## config.mk

```make
export PLATFORM = sky130hd
export DESIGN_NAME = nibble_serial_adder
export DESIGN_NICKNAME = d
export VERILOG_FILES = /design/src/rtl/nibble_serial_adder.sv
export SDC_FILE = /design/constraint.sdc
export NUM_CORES = 1
export LEC_CHECK = 0
export ABC_AREA = 1
export CORE_MARGIN = 2
export CORE_UTILIZATION = 50
export CTS_BUF_LIST = sky130_fd_sc_hd__clkbuf_8
export DETAILED_ROUTE_END_ITERATION = 12
export PLACE_DENSITY = 0.83
export SKIP_LAST_GASP = 1
export SLEW_MARGIN = 5
export SYNTH_ARGS = -nofsm -noshare
export SYNTH_HDL_FRONTEND = slang
export SYNTH_SLANG_ARGS = --single-unit
```

## constraint.sdc

```tcl
create_clock -name clk -period 3 [get_ports clk]
set_input_delay 0.45 -clock clk [delete_from_list [all_inputs] [get_ports clk]]
set_output_delay 0.45 -clock clk [all_outputs]
set_load 0.05 [all_outputs]
```

## src/rtl/nibble_serial_adder.sv

```systemverilog
// nibble_serial_adder
//   Multi-cycle WIDTH-bit adder front end. Accepts one operand pair over a
//   valid/ready handshake, then steps it through an external 4-bit ripple
//   carry adder one nibble per clock, LSB nibble first. The carry is held in
//   a register between nibbles, the nibble sums are collected into a
//   WIDTH-bit result, and the result is returned over a valid/ready handshake.
//
// Parameters
//   WIDTH      operand/result width, multiple of 4 and >= 8
//
// Ports
//   clk        clock, all state changes on the rising edge
//   rst        synchronous reset, active-high
//   in_valid   operand pair and in_cin valid
//   in_ready   block can accept an operand pair (IDLE only)
//   in_a/in_b  operands, sampled only at the accept edge
//   in_cin     carry into nibble 0
//   add_a/b    nibble operands to the 4-bit adder (0 outside RUN)
//   add_cin    carry to the 4-bit adder (0 outside RUN)
//   add_sum    nibble sum from the 4-bit adder (combinational)
//   add_cout   carry out from the 4-bit adder (combinational)
//   out_valid  result valid, held until out_ready
//   out_ready  consumer accepts result
//   out_sum    result sum, stable while out_valid=1
//   out_cout   carry out of the MSB nibble
module nibble_serial_adder #(
    parameter int unsigned WIDTH = 16
) (
    input  logic             clk,
    input  logic             rst,
    input  logic             in_valid,
    output logic             in_ready,
    input  logic [WIDTH-1:0] in_a,
    input  logic [WIDTH-1:0] in_b,
    input  logic             in_cin,
    output logic [3:0]       add_a,
    output logic [3:0]       add_b,
    output logic             add_cin,
    input  logic [3:0]       add_sum,
    input  logic             add_cout,
    output logic             out_valid,
    input  logic             out_ready,
    output logic [WIDTH-1:0] out_sum,
    output logic             out_cout
);

    localparam int unsigned NIBBLES = WIDTH / 4;
    localparam int unsigned IDXW    = $clog2(NIBBLES);
    localparam logic [IDXW-1:0] LAST_IDX = IDXW'(NIBBLES - 1);

    typedef enum logic [1:0] {
        IDLE,
        RUN,
        DONE
    } state_t;

    state_t            state;
    state_t            state_nxt;
    logic [WIDTH-1:0]  a_reg;
    logic [WIDTH-1:0]  b_reg;
    logic [WIDTH-1:0]  sum_reg;
    logic              carry_reg;
    logic [IDXW-1:0]   idx;

    // State register and datapath registers
    always_ff @(posedge clk) begin
        if (rst) begin
            state     <= IDLE;
            a_reg     <= '0;
            b_reg     <= '0;
            sum_reg   <= '0;
            carry_reg <= 1'b0;
            idx       <= '0;
        end else begin
            state <= state_nxt;
            case (state)
                IDLE: begin
                    if (in_valid) begin
                        a_reg     <= in_a;
                        b_reg     <= in_b;
                        carry_reg <= in_cin;
                        idx       <= '0;
                    end
                end
                RUN: begin
                    sum_reg[4*idx +: 4] <= add_sum;
                    carry_reg           <= add_cout;
                    // idx stops at the last nibble so it never wraps
                    if (idx != LAST_IDX) begin
                        idx <= idx + 1'b1;
                    end
                end
                default: begin
                end
            endcase
        end
    end

    // Next state and outputs
    always_comb begin
        state_nxt = state;
        in_ready  = 1'b0;
        out_valid = 1'b0;
        out_sum   = '0;
        out_cout  = 1'b0;
        add_a     = '0;
        add_b     = '0;
        add_cin   = 1'b0;
        case (state)
            IDLE: begin
                in_ready = 1'b1;
                if (in_valid) begin
                    state_nxt = RUN;
                end
            end
            RUN: begin
                // adder drive is forced to 0 while reset is held
                if (!rst) begin
                    add_a   = a_reg[4*idx +: 4];
                    add_b   = b_reg[4*idx +: 4];
                    add_cin = carry_reg;
                end
                if (idx == LAST_IDX) begin
                    state_nxt = DONE;
                end
            end
            DONE: begin
                out_valid = 1'b1;
                out_sum   = sum_reg;
                out_cout  = carry_reg;
                if (out_ready) begin
                    state_nxt = IDLE;
                end
            end
            default: begin
                state_nxt = IDLE;
            end
        endcase
    end

endmodule
```

=== Yosys cells after proc, flatten, opt, wreduce, memory -nomap -nowiden ===
Cells that the tools add are included.
W data, S select, Z words.

* Add/sub/neg operators: 2
* Eq/ne operators: 8
* Shifts and indexed selects: 4
* Mux-type cells: 20
* Reductions and logical operators: 6

{| class="wikitable"
|+ Operator list
! kind !! count
|-
| $neg A4 Y34 || 1
|-
| $shift A4 B34 Y16 const A || 1
|-
| $shiftx A4 B34 Y16 || 1
|-
| $shiftx A16 B5 Y4 || 2
|-
| $bwmux W16 || 1
|-
| $mux W16 || 1
|-
| $mux W4 || 4
|-
| $mux W2 || 5
|-
| $ne A2 B2 Y1 const B || 5
|-
| $mux W1 || 6
|-
| $pmux W2 S3 || 1
|-
| $reduce_and A3 Y1 || 2
|-
| $eq A2 B2 Y1 const B || 2
|-
| $pmux W2 S2 || 1
|-
| $reduce_and A2 Y1 || 2
|-
| $add A2 B1 Y2 const B || 1
|-
| $eq A2 B1 Y1 const B || 1
|-
| $logic_not A2 Y1 || 1
|-
| $pmux W1 S2 || 1
|-
| $reduce_bool A2 Y1 || 1
|}

* Register bits after elaboration: 53
* Bits of input ports: 42
* Output and inout bits: 28
* Word-level logic and storage cells: 46

=== Logic depth before layout (Yosys ltp) ===
* Depth after elaboration: 3
* Mapped depth: 9
* Depth with buffers taken out: 7

=== Worst setup path before layout ===
OpenSTA, ideal clock, no wires.

* Kind: register to output
* Start: register state[1]
* End: output port out_sum[10]
* Data arrival time: 2.210 ns
* Required time: 2.550 ns
* Slack: 0.340 ns
* Cell stages (with the launch flop): 6
* Buffers on the path: 1
* Path through: dfxtp_1 -> inv_1 -> nor2_1 -> inv_2 -> clkbuf_1 -> nor2_1

* Word-level cells in the longest chain between the ends: 2

{| class="wikitable"
|+ RTL lines
! element !! line !! text
|-
| start, declared || 57 || <nowiki>state_t state;</nowiki>
|-
| start signal, assigned || 75 || <nowiki>state <= state_nxt;</nowiki>
|-
| $eq A2 B2 Y1 || 109 || <nowiki>case (state)</nowiki>
|-
| $mux W16 || 109 ||
|-
| end, declared || 43 || <nowiki>output logic [WIDTH-1:0] out_sum,</nowiki>
|}

Every way passes these cells.

=== Worst setup path after layout ===
* Start: register state[1]
* End: output port out_sum[3]

The elaborated chain is that of the path after synthesis.

==> run metrics <==
crit path launch type flip-flop; final core utilization 0.7113; vias in the first global route 2167; Clock Skew 0.004104 ns; Critical R2R Launch idx[1]$_SDFFE_PP0P_; CP Capture Type primary output; yosys warns 0; Hold Fails Final Rpt 0; Worst-Skew Late Latency 0.29 ns; Post-synth EDFFs 0; Post-Syn Instances 363; final WL 5459 um; drt drc 0; hpwl dp 4021 um; Clock Pin Slew Worst Setup and Hold Paths 0.08 ns; number of antenna diodes 0; Crit path largest cell delay between 0.8 and 0.9 ns; leakage power between 1 and 1.5 nW; Yosys top cell area share 0.4327; DR vias 2414; Worst Tran Pin Value 0.5644 ns; Setup Crit Path Kind flip-flop to primary output; Clock Tree Buf Depth 2; TritonCTS clock tree done; max_cap viols 0; Critical Path Fanout Max 18; Rel. slew slack 0.6224; worst path required time 2.55 ns; routed vias/inst ~5; global route overflow 0; WL/cell approximately 11 um; top cells by area, synth dfxtp_1 (43%), nor2_1 (11%), nand2_1 (8.4%); chip width around 74 um; total I/O pin count 70; Final Max Tran Viols 0; critical path arrival 2.04 ns; fin crit share 0.8295; RSZ-0062 raised after global routing no; largest area contributor in the netlist dfxtp_1; first-pass GRT wire length between 9000 and 10000 um; FFs w/ async S/R, synth 0; Max Clk Rate between 400 and 500 MHz; Crit path max-delay family buffers and inverters; Area Growth Syn to Fin 36.99%; most common cell in the synthesized netlist nor2_1; postcts setup bufs 0; CP startpoint state[1]$_SDFFE_PP0P_; die height 74.04 um; crit-path cells inv_1 > nor2_1 > inv_2 > nor2_1 > clkdlybuf4s50_1; IO buf count 69; setup TNS 0 ns; syn nets 410; Seq/Total Area, Yosys 0.4327; Synth cell types 20; synthesized area 0.002452 mm^2; #FFs+latches synth 53; GPL Wtd Cong 0.8252; fraction of layout cells with a size suffix above 1 0.05647; H-tree depth 2; Worst IR Drop VDD around 0.28 mV; reg-to-reg slack, setup 0.75 ns; CTS Buf Count 5; # nets final 472; Root Buffer clkbuf_8; syn avg cell area 6.756 um^2; pwr dens 444.3 mW/mm^2; Hold/Removal Path Class flip-flop to flip-flop; area of the die 0.005481 mm^2; Critical path buffers and inverters 3; # resized after CTS 0; critical path capture point out_sum[3]; slowest stage cell, crit path clkdlybuf4s50_1; fin crit period between 2 and 2.5 ns; Overall Global Routing Usage 0.2113; largest net degree at the start of global routing 40; number of cell rows 25; Starting DRT DRC Count 107; CP Depth 5; remaining antenna violation count 0; outcome finished, final reports clean; Hold-fix buffers, CTS 0; top_reg_cell synth dfxtp_1; initial antenna violation count 0; CP most frequent cell nor2_1; CTS Sinks 53; initial core utilization 0.5192; Post-synth top cells nor2_1 (75), nand2_1 (55), dfxtp_1 (53), inv_1 (48), a21oi_1 (39); worst r2r dst sum_reg[8]$_SDFFE_PP0P_; Core ar. 0.004723 mm^2; r2r worst-path depth 6; final setup fails 0; first-pass iteration count of the detailed router 4
## layout by cell type, fill, tap and decap left out
master           instances
a21oi_1                 39
and3_1                   1
buf_12                   9
buf_4                    4
clkbuf_8                 6
clkdlybuf4s50_1         60
clkinv_1                 1
dfxtp_1                 53
ha_1                     5
inv_1                   49
inv_2                    2
nand2_1                 55
nand2_2                  1
nand3_1                  7
nor2_1                  75
nor2_2                   1
nor3_1                   4
o211ai_1                16
o21ai_0                 36
or2_2                    1
## worst register-to-register path: stages (launching register included)
cell	delay (ns)
dfxtp_1	0.63
clkinv_1	0.50
ha_1	0.53
nand3_1	0.09
nor2_1	0.21
nand2_1	0.08
a21oi_1	0.14
## kinds of logic after synthesis
group | share of synthesized area
AND/OR/NAND/NOR | 0.2316
AO/OA/AOI/OAI | 0.2020
buffers and inverters | 0.1082
adder cells (fa/ha/maj) | 0.02551
flip-flops | 0.4327
## through the flow
| stage | area, um^2 | instances | total power [mW] | setup WS (ns) | hold WS (ns) |
|---|---|---|---|---|---|
| 3_5_place_dp | 3273 | 485 | 1.123 | 0.6912 | 0.4463 |
| 3_3_place_gp | 3273 | 485 | 1.115 | 0.7167 | 0.4385 |
| 6_report | 3359 | 492 | 1.492 | 0.5114 | 0.4554 |
| 5_1_grt | 3359 | 492 | 1.582 | 0.3982 | 0.4861 |
| 2_1_floorplan | 2452 | 363 | 0.9982 | 0.3403 | 0.4270 |
| 4_1_cts | 3359 | 492 | 1.504 | 0.4812 | 0.4595 |
## power by group
group / total (mW) / internal [mW] / switching, mW
Combinational: 0.323 / 0.141 / 0.182
Sequential: 0.783 / 0.752 / 0.0310
Clock: 0.386 / 0.180 / 0.206
## routing by layer
metal / up-vias / share of wire / GRT usage
met3: 7 / 0.064 / 0.04472
met4: 0 / 0.010 / 0.06061
met1: 1070 / 0.43 / 0.2532
li1: 1268 / - / -
met2: 69 / 0.49 / 0.3810
met5: - / 0 / 0
## worst min path at each step
stage | cells after the start | end | start | slack (ns)
floorplan | 2 | sum_reg[2]$_SDFFE_PP0P_ | sum_reg[2]$_SDFFE_PP0P_ | 0.43
global placement | 2 | a_reg[5]$_SDFFE_PP0P_ | a_reg[5]$_SDFFE_PP0P_ | 0.44
detailed placement | 2 | b_reg[4]$_SDFFE_PP0P_ | b_reg[4]$_SDFFE_PP0P_ | 0.45
CTS | 2 | b_reg[4]$_SDFFE_PP0P_ | b_reg[4]$_SDFFE_PP0P_ | 0.46
global route | 2 | b_reg[15]$_SDFFE_PP0P_ | b_reg[15]$_SDFFE_PP0P_ | 0.49
finish | 2 | sum_reg[2]$_SDFFE_PP0P_ | sum_reg[2]$_SDFFE_PP0P_ | 0.46
## area by class of cell
class                   count  area (um^2)
clock inverters             1        3.754
multi-input cells         241         1126
repair buffers             73        810.8
flip-flops and latches     53         1061
clock buffers               6        82.58
well taps                  67        83.83
fillers                   405         1364
inverters                  51        191.4
Power figures use the tool's default switching activity.
